[src/rtl/cpu_pkg.sv]
// Shared CPU definitions: default widths, opcode map and fetch-path selectors.
package cpu_pkg;

  localparam int unsigned DefPcW      = 10;
  localparam int unsigned DefStkDepth = 4;

  // Control-unit opcode map; the fetch path only sees its decoded strobes.
  typedef enum logic [3:0] {
    OpAlu  = 4'h0,
    OpLdi  = 4'h1,
    OpJmp  = 4'h2,
    OpJz   = 4'h3,
    OpJnz  = 4'h4,
    OpCall = 4'h5,
    OpRet  = 4'h6
  } opcode_e;

  // Source of the next program counter value.
  typedef enum logic [1:0] {
    PcSelInc  = 2'd0,
    PcSelJump = 2'd1,
    PcSelRet  = 2'd2
  } pc_sel_e;

endpackage

[src/rtl/pc_fetch_if.sv]
// Control-unit <-> fetch-path bundle: branch strobes in, PC and flags out.
interface pc_fetch_if
  import cpu_pkg::*;
#(
  parameter int unsigned PC_W = DefPcW
) ();

  logic            s_inc;
  logic [PC_W-1:0] jump_addr;
  logic            push;
  logic            pop;
  logic            alu_z;
  logic            wez;
  logic [PC_W-1:0] pc;
  logic            z;
  logic            stk_full;
  logic            stk_empty;
  logic            stk_err;

  modport master (
    output s_inc, jump_addr, push, pop, alu_z, wez,
    input  pc, z, stk_full, stk_empty, stk_err
  );

  modport slave (
    input  s_inc, jump_addr, push, pop, alu_z, wez,
    output pc, z, stk_full, stk_empty, stk_err
  );

endinterface

[src/rtl/ret_stack.sv]
// Return-address LIFO with occupancy counter and a per-cycle error pulse.
module ret_stack
  import cpu_pkg::*;
#(
  parameter int unsigned WIDTH = DefPcW,
  parameter int unsigned DEPTH = DefStkDepth
) (
  input  logic             clk,
  input  logic             reset,
  input  logic             push,
  input  logic             pop,
  input  logic [WIDTH-1:0] din,
  output logic [WIDTH-1:0] dout,
  output logic             full,
  output logic             empty,
  output logic             err
);

  localparam int unsigned AW = $clog2(DEPTH);
  localparam int unsigned CW = AW + 1;

  logic [WIDTH-1:0] mem_q [DEPTH];
  logic [CW-1:0]    cnt_q, cnt_d;
  logic [AW-1:0]    rd_idx;
  logic             do_push, do_pop;

  // Extra counter bit keeps full (DEPTH) and empty (0) distinct.
  assign full   = (cnt_q == CW'(DEPTH));
  assign empty  = (cnt_q == '0);
  assign rd_idx = cnt_q[AW-1:0] - AW'(1);
  assign dout   = mem_q[rd_idx];

  // Qualify requests; simultaneous push and pop is a conflict that leaves the stack alone.
  always_comb begin
    do_push = push & ~pop & ~full;
    do_pop  = pop & ~push & ~empty;
    err     = (push & pop) | (push & ~pop & full) | (pop & ~push & empty);
    cnt_d   = cnt_q;
    if (do_push) begin
      cnt_d = cnt_q + CW'(1);
    end else if (do_pop) begin
      cnt_d = cnt_q - CW'(1);
    end
  end

  // Occupancy counter.
  always_ff @(posedge clk) begin
    if (!reset) begin
      cnt_q <= '0;
    end else begin
      cnt_q <= cnt_d;
    end
  end

  // Entry storage; contents are left as-is over reset.
  always_ff @(posedge clk) begin
    if (reset && do_push) begin
      mem_q[cnt_q[AW-1:0]] <= din;
    end
  end

endmodule

[src/rtl/pc_fetch.sv]
// Program counter, next-PC mux, zero flag and sticky stack-error flag.
module pc_fetch
  import cpu_pkg::*;
#(
  parameter int unsigned PC_W      = DefPcW,
  parameter int unsigned STK_DEPTH = DefStkDepth
) (
  input logic       clk,
  input logic       reset,
  pc_fetch_if.slave bus
);

  logic [PC_W-1:0] pc_q, pc_d, pc_inc, ret_addr;
  logic            z_q, z_d;
  logic            err_q, err_d;
  logic            stk_full, stk_empty, stk_err_pulse;
  pc_sel_e         pc_sel;

  assign pc_inc = pc_q + PC_W'(1);

  ret_stack #(
    .WIDTH(PC_W),
    .DEPTH(STK_DEPTH)
  ) u_ret_stack (
    .clk  (clk),
    .reset(reset),
    .push (bus.push),
    .pop  (bus.pop),
    .din  (pc_inc),
    .dout (ret_addr),
    .full (stk_full),
    .empty(stk_empty),
    .err  (stk_err_pulse)
  );

  // Next-PC source by priority: conflict, pop, push, jump, increment.
  always_comb begin
    pc_sel = PcSelInc;
    if (bus.push && bus.pop) begin
      pc_sel = PcSelInc;
    end else if (bus.pop) begin
      pc_sel = stk_empty ? PcSelInc : PcSelRet;
    end else if (bus.push) begin
      pc_sel = PcSelJump;
    end else if (!bus.s_inc) begin
      pc_sel = PcSelJump;
    end
  end

  // Next-state values for PC, Z and the sticky error.
  always_comb begin
    unique case (pc_sel)
      PcSelJump: pc_d = bus.jump_addr;
      PcSelRet:  pc_d = ret_addr;
      default:   pc_d = pc_inc;
    endcase
    z_d   = bus.wez ? bus.alu_z : z_q;
    err_d = err_q | stk_err_pulse;
  end

  // State registers; reset overrides any concurrent branch request.
  always_ff @(posedge clk) begin
    if (!reset) begin
      pc_q  <= '0;
      z_q   <= 1'b0;
      err_q <= 1'b0;
    end else begin
      pc_q  <= pc_d;
      z_q   <= z_d;
      err_q <= err_d;
    end
  end

  assign bus.pc        = pc_q;
  assign bus.z         = z_q;
  assign bus.stk_full  = stk_full;
  assign bus.stk_empty = stk_empty;
  assign bus.stk_err   = err_q;

endmodule

[src/flat_wrapper.sv]
// flat-port wrapper written by rule: the top's interface ports become plain ports
module pc_fetch_flat import cpu_pkg::*;
#(
  parameter int unsigned PC_W      = DefPcW,
  parameter int unsigned STK_DEPTH = DefStkDepth
)
  (clk, reset, bus_s_inc, bus_jump_addr, bus_push, bus_pop, bus_alu_z, bus_wez, bus_pc, bus_z, bus_stk_full, bus_stk_empty, bus_stk_err);
  pc_fetch_if #(.PC_W(PC_W)) bus_i ();
  input logic clk;
  input logic reset;
  input wire logic [$bits(bus_i.s_inc)-1:0] bus_s_inc;
  input wire logic [$bits(bus_i.jump_addr)-1:0] bus_jump_addr;
  input wire logic [$bits(bus_i.push)-1:0] bus_push;
  input wire logic [$bits(bus_i.pop)-1:0] bus_pop;
  input wire logic [$bits(bus_i.alu_z)-1:0] bus_alu_z;
  input wire logic [$bits(bus_i.wez)-1:0] bus_wez;
  output wire logic [$bits(bus_i.pc)-1:0] bus_pc;
  output wire logic [$bits(bus_i.z)-1:0] bus_z;
  output wire logic [$bits(bus_i.stk_full)-1:0] bus_stk_full;
  output wire logic [$bits(bus_i.stk_empty)-1:0] bus_stk_empty;
  output wire logic [$bits(bus_i.stk_err)-1:0] bus_stk_err;
  assign bus_i.s_inc = bus_s_inc;
  assign bus_i.jump_addr = bus_jump_addr;
  assign bus_i.push = bus_push;
  assign bus_i.pop = bus_pop;
  assign bus_i.alu_z = bus_alu_z;
  assign bus_i.wez = bus_wez;
  assign bus_pc = bus_i.pc;
  assign bus_z = bus_i.z;
  assign bus_stk_full = bus_i.stk_full;
  assign bus_stk_empty = bus_i.stk_empty;
  assign bus_stk_err = bus_i.stk_err;
  pc_fetch #(.PC_W(PC_W), .STK_DEPTH(STK_DEPTH)) u_core (.clk(clk), .reset(reset), .bus(bus_i));
endmodule
[config.mk]
export PLATFORM = sky130hd
export DESIGN_NAME = pc_fetch_flat
export DESIGN_NICKNAME = d
export VERILOG_FILES = /design/src/rtl/cpu_pkg.sv /design/src/rtl/pc_fetch_if.sv /design/src/rtl/ret_stack.sv /design/src/rtl/pc_fetch.sv /design/src/flat_wrapper.sv
export SDC_FILE = /design/constraint.sdc
export NUM_CORES = 1
export LEC_CHECK = 0
export ABC_AREA = 1
export BUFFER_PORTS_ARGS = -buffer_cell sky130_fd_sc_hd__buf_2
export CORE_UTILIZATION = 52
export CTS_CLUSTER_DIAMETER = 120
export DETAILED_ROUTE_END_ITERATION = 12
export PLACE_DENSITY = 0.77
export SLEW_MARGIN = 30
export SYNTH_ARGS = -nofsm -noshare
export SYNTH_HDL_FRONTEND = slang
export SYNTH_SLANG_ARGS = --single-unit
[constraint.sdc]
create_clock -name clk -period 3.1 [get_ports clk]
set_clock_uncertainty 0.15 [all_clocks]
set_input_delay 0.465 -clock clk [delete_from_list [all_inputs] [get_ports clk]]
set_output_delay 0.465 -clock clk [all_outputs]
set_load 0.03 [all_outputs]
After elaboration in Yosys (flattened, before gate mapping)

Memories as Yosys holds them, arrays and structs flattened.
Cells that the tools add are included.
W data, S select, Z words.

Multiplexer cells: 10
Bitwise operators: 14
Reductions and logical operators: 4
Equality and inequality tests: 3
Add/subtract/negate cells: 4

Operators with widths:

| operator                | number |
|---|---|
| $pmux W10 S2            | 1 |
| $add A10 B1 Y10 const B | 1 |
| $mux W2                 | 4 |
| $and A1 B1 Y1           | 7 |
| $mux W3                 | 2 |
| $not A1 Y1              | 4 |
| $add A3 B1 Y3 const B   | 1 |
| $eq A3 B3 Y1 const B    | 1 |
| $logic_not A3 Y1        | 1 |
| $mux W1                 | 3 |
| $or A1 B1 Y1            | 3 |
| $sub A3 B1 Y3 const B   | 1 |
| $eq A2 B1 Y1 const B    | 1 |
| $eq A2 B2 Y1 const B    | 1 |
| $logic_and A1 B1 Y1     | 2 |
| $reduce_bool A2 Y1      | 1 |
| $sub A2 B1 Y2 const B   | 1 |

Flip-flop bits (word level): 15
Word-level logic and storage cells: 40
Output and inout port bits: 14
Memories kept: 1
RAM bits: 40

Memories:

| memory                   | words | bits a word | read ports | clocked after Yosys merged registers in | wr ports | line            | RTL |
|---|---|---|---|---|---|---|---|
| u_core.u_ret_stack.mem_q | 4     | 10          | 1          | 0                                       | 1        | ret_stack.sv:22 | `logic [WIDTH-1:0] mem_q [DEPTH];` |

Depth between registers and ports, before layout

Word-level depth: 6
Gate-level depth with buffers: 13
Mapped depth without buffers: 10

Hierarchy

Synthesis repeated with hierarchy kept, for this count alone.

Cells, all modules: 274
Area, all modules: 2600.0 um^2

Modules (own cells, without submodules):

| module    | cells each | times used | area each (um^2) |
|---|---|---|---|
| ret_stack | 141        | 1          | 1764.2 |
| pc_fetch  | 133        | 1          | 835.8 |

Worst setup path before layout

OpenSTA, ideal clock, no wires.

Path type: flip-flop to flip-flop
Start point: reg u_core.u_ret_stack.cnt_q[0]
End point: mem u_core.u_ret_stack.mem_q[1][0] (netlist bit) (enable)
Setup time: 376 ps
Buffers on the path: 2
Slack: 939 ps
Stages on the path, launching flop included: 8
Data arrival time: 1634 ps
Cell sequence: dfxtp_1 > buf_6 > inv_4 > buf_6 > ha_1 > nand2_1 > nand3_1 > nor2_1

Word-level cells in the longest chain between the ends: 6

Ends and longest elaborated chain:

| element                       | line            | RTL |
|---|---|---|
| start: declaration            | ret_stack.sv:23 | `logic [CW-1:0] cnt_q, cnt_d;` |
| start signal: assignment      | ret_stack.sv:51 | `cnt_q <= cnt_d;` |
| $eq A3 B3 Y1                  | ret_stack.sv:28 | `assign full = (cnt_q == CW'(DEPTH));` |
| $not A1 Y1                    | ret_stack.sv:35 | `do_push = push & ~pop & ~full;` |
| $and A1 B1 Y1                 | ret_stack.sv:35 |  |
| $logic_and A1 B1 Y1           | ret_stack.sv:57 | `if (reset && do_push) begin` |
| $mux W1                       | ret_stack.sv:57 |  |
| $mux W1 (implied by the code) | ret_stack.sv:58 | `mem_q[cnt_q[AW-1:0]] <= din;` |
| end: declaration              | ret_stack.sv:22 |  |

Several ways; a longest one is shown, not always the timed one.

Final worst setup path

Start point: reg u_core.u_ret_stack.cnt_q[1]
End point: reg u_core.pc_q[0] (netlist: u_core.bus.pc[0])

Word-level cells in the longest chain between the ends: 6
Elaborated cells between the ends (all ways): 9
Classes of those cells: 1 x add/sub; 2 x eq/ne; 4 x mux; 1 x reduce/logical; 1 x memory

Ends and longest elaborated chain:

| element                                             | line            | RTL |
|---|---|---|
| $logic_not A3 Y1                                    | ret_stack.sv:29 | `assign empty = (cnt_q == '0);` |
| $mux W2                                             | pc_fetch.sv:42  | `pc_sel = stk_empty ? PcSelInc : PcSelRet;` |
| $mux W2                                             | pc_fetch.sv:41  | `end else if (bus.pop) begin` |
| $mux W2                                             | pc_fetch.sv:39  | `if (bus.push && bus.pop) begin` |
| $eq A2 B2 Y1 / $eq A2 B1 Y1 (equally long branches) | pc_fetch.sv:52  | `unique case (pc_sel)` |
| $pmux W10 S2 *                                      | pc_fetch.sv:52  |  |
| end signal: assignment                              | pc_fetch.sv:68  | `pc_q <= pc_d;` |
| end: declaration                                    | pc_fetch.sv:13  | `logic [PC_W-1:0] pc_q, pc_d, pc_inc, ret_addr;` |

Every way passes the cells marked *; elsewhere a longest branch is shown, timed or not.
A chain may end at the register's enable or synchronous reset.

==> impl_metrics.csv <==
group,metric,value,unit
cts,clock-sinks,55,
logic_synthesis,synth_top_area_share,45.2,%
worst_setup_path,cp_data_required_time,3.15,ns
worst_setup_path,critical_path_class,"flip-flop to flip-flop",
cells_and_area,drive_gt1_share,15.1,%
logic_synthesis,avgSynthCellArea,9.13,um^2
worst_setup_path,end_kind,"flip-flop",
grt,grt_pass1_vias,1779,
cts,clk_latency,0.31,ns
cts,cts_post_setup_buffers_inserted,0,
timing,hold_viol,0,
power_and_ir_drop,power.density,607,mW/mm^2
grt,grt_pass1_wl,8820,um
cts,cts_max_level,2,
timing,fin_ws,0.725,ns
cells_and_area,multi_input_area,912,um^2
worst_setup_path,worstSetupStartpointType,"flip-flop",
cells_and_area,area_delta_synth_final,10.5,%
routing,drt_iter0_drc,132,
place,dp_cells,384,
timing,tns,0,ns
cells_and_area,final_util,60.9,%
timing,fin_crit,2.37,ns
place,gp_congestion,0.809,
power_and_ir_drop,total_power,0.00178,W
min_path,hold_class,"input pin to flip-flop",
power_and_ir_drop,peakVddDrop,334,uV
routing,routed_wl,5470,um
timing,maxSlewHeadroom,71.5,%
logic_synthesis,ys_warn_count,0,
cts,ctsResizeCount,0,
place,place_ws,0.776,ns
power_and_ir_drop,leakage,1.28,nW
grt,grt-ovfl-total,0,
routing,routed_via_density,5.20,
routing,num_vias,2037,
grt,grt_use_total,22.3,%
worst_setup_path,worst_ep_arrival_time,2.42,ns
timing,slew_viol_final,0,
cts,hold_buffers,0,
cells_and_area,finalNetCount,349,
logic_synthesis,syn_area,0.00266,mm^2
worst_setup_path,reg2regPathDepth,8,
cells_and_area,antenna_cells,0,
floorplanning,die_w,73.5,um
floorplanning,io_pins,31,
timing,finalSetupViolCount,0,
routing,dr.pass1.iters,4,
floorplanning,placementRows,25,
cells_and_area,n_fill_cell,411,
floorplanning,initial_core_util,55.2,%
floorplanning,die_h,73.5,um
routing,wl_per_cell,14.0,um
cts,numCtsBuffers,5,
cts,cts_tree,"yes",
status,status,"complete, no violations",
timing,fin_crit_sh,76.6,%
logic_synthesis,ys_seq_elements,55,
cts,cts.clk_slew.worst_paths,0.10,ns
timing,worst_slew_pin_slew,0.427,ns
place,io_buffers,30,
logic_synthesis,synthCells,291,
logic_synthesis,synthTopCellsByArea,"edfxtp_1, nand2_1, dfxtp_1",
place,dp_hpwl,3860,um
cells_and_area,instances_no_fill,392,
timing,fmax,421,MHz
logic_synthesis,ys_types,28,
grt,antenna_found_initial,0,
cts,clockBufferDepth,2,
routing,drc,0,
logic_synthesis,yosysTopAreaCell,"edfxtp_1",
routing,drtAntennaViolNets,0,
floorplanning,die-area,0.00540,mm^2
grt,grt_max_degree,30,
logic_synthesis,mappedNetlistNets,316,
min_path,min_path_cells,2,
logic_synthesis,ys_seq_area_share,56.5,%
worst_setup_path,cp_max_fo,11,
floorplanning,core-area,0.00482,mm^2
cts,cts-root-buf,"clkbuf_8",
run,maxCapViolCount,0,
timing,rsz0062_at_grt,"false",
cells_and_area,register_area,0.00150,mm^2
## cells in the final DEF, fill, tap and decap left out, drive strengths merged, types with 2 or more instances in the layout
cell,count
o21ai,14
ha,7
a21oi,21
nor2,26
buf,35
dfxtp,15
inv,37
edfxtp,40
nand3,31
clkinv,2
clkbuf,5
nand2,84
## per-stage QoR
step	cell area [um^2]	hold slack [ns]
after floorplan	2660	0.323
after global placement	2840	0.294
after detailed placement	2840	0.296
after CTS	2940	0.183
after global routing	2940	0.198
final	2940	0.190
## worst paths after layout
kind              slack, ns                             to                                     start
setup / recovery       0.73    u_core.bus.pc[0]$_SDFF_PN0_  u_core.u_ret_stack.cnt_q[1]$_SDFFE_PN0P_
hold / removal         0.19      u_core.bus.z$_SDFFE_PN0P_                                   bus_wez
setup reg to reg       0.73    u_core.bus.pc[0]$_SDFF_PN0_  u_core.u_ret_stack.cnt_q[1]$_SDFFE_PN0P_
hold reg to reg        0.31  u_core.bus.stk_err$_SDFF_PN0_             u_core.bus.stk_err$_SDFF_PN0_
## synthesized netlist by cell type, drive strengths merged
library cell	count
a21oi	21
nand3b	1
xor2	1
dfxtp	15
edfxtp	40
bufinv	1
nand4	1
a21boi	1
o22ai	1
clkinv	1
ha	7
nand3	31
buf	8
o21ai	14
and2	1
inv	35
nor2	26
fa	1
bufbuf	1
nand2	84
## flip-flops by register name, summed over array words and instances, names as in the netlist
name	count
u_core.bus.pc	10
u_core.bus.stk_err	1
u_core.bus.z	1
u_core.u_ret_stack.cnt_q	3
u_core.u_ret_stack.mem_q	40
## cell families after synthesis
kind of cell    count (synthesis)  share of synthesized area, %
compound gates                 37                          7.25
xor+xnor                        1                         0.330
fa+ha+maj                       8                          4.05
buf+inv                        46                          9.18
flops                          55                          56.5
simple gates                  144                          22.7
## power breakdown
part           internal [W]  switching (W)
Combinational      0.000148       0.000330
Clock              0.000167       0.000241
Sequential         0.000857      0.0000388
Total               0.00117       0.000609
## per-layer routing
| layer | track usage, % | vias to the layer above | wire, um |
|---|---|---|---|
| met5 | 0 | - | 0 |
| met4 | 6.62 | 0 | 68 |
| met3 | 4.25 | 8 | 456 |
| met2 | 33.5 | 85 | 2490 |
| met1 | 32.8 | 930 | 2460 |
| li1 | - | 1014 | - |
## worst max-delay path, cell delays in order (launching register included)
cell      delay (ns)
dfxtp_1         0.45
inv_1           0.09
ha_1            0.24
nand2_1         0.11
nand3_2         0.12
ha_1            0.57
bufinv_8        0.28
o21ai_0         0.19
a21oi_1         0.06
## area by class of cell
type | instances | share of cell area (%)
clock buffer | 5 | 2.34
sequential | 55 | 51.2
inverter | 37 | 5.29
tap | 67 | 2.86
clock inverter | 3 | 0.895
multi-input combinational | 190 | 31.1
timing repair buffer | 35 | 6.39
No activity file was read; power rests on OpenSTA's default activity.
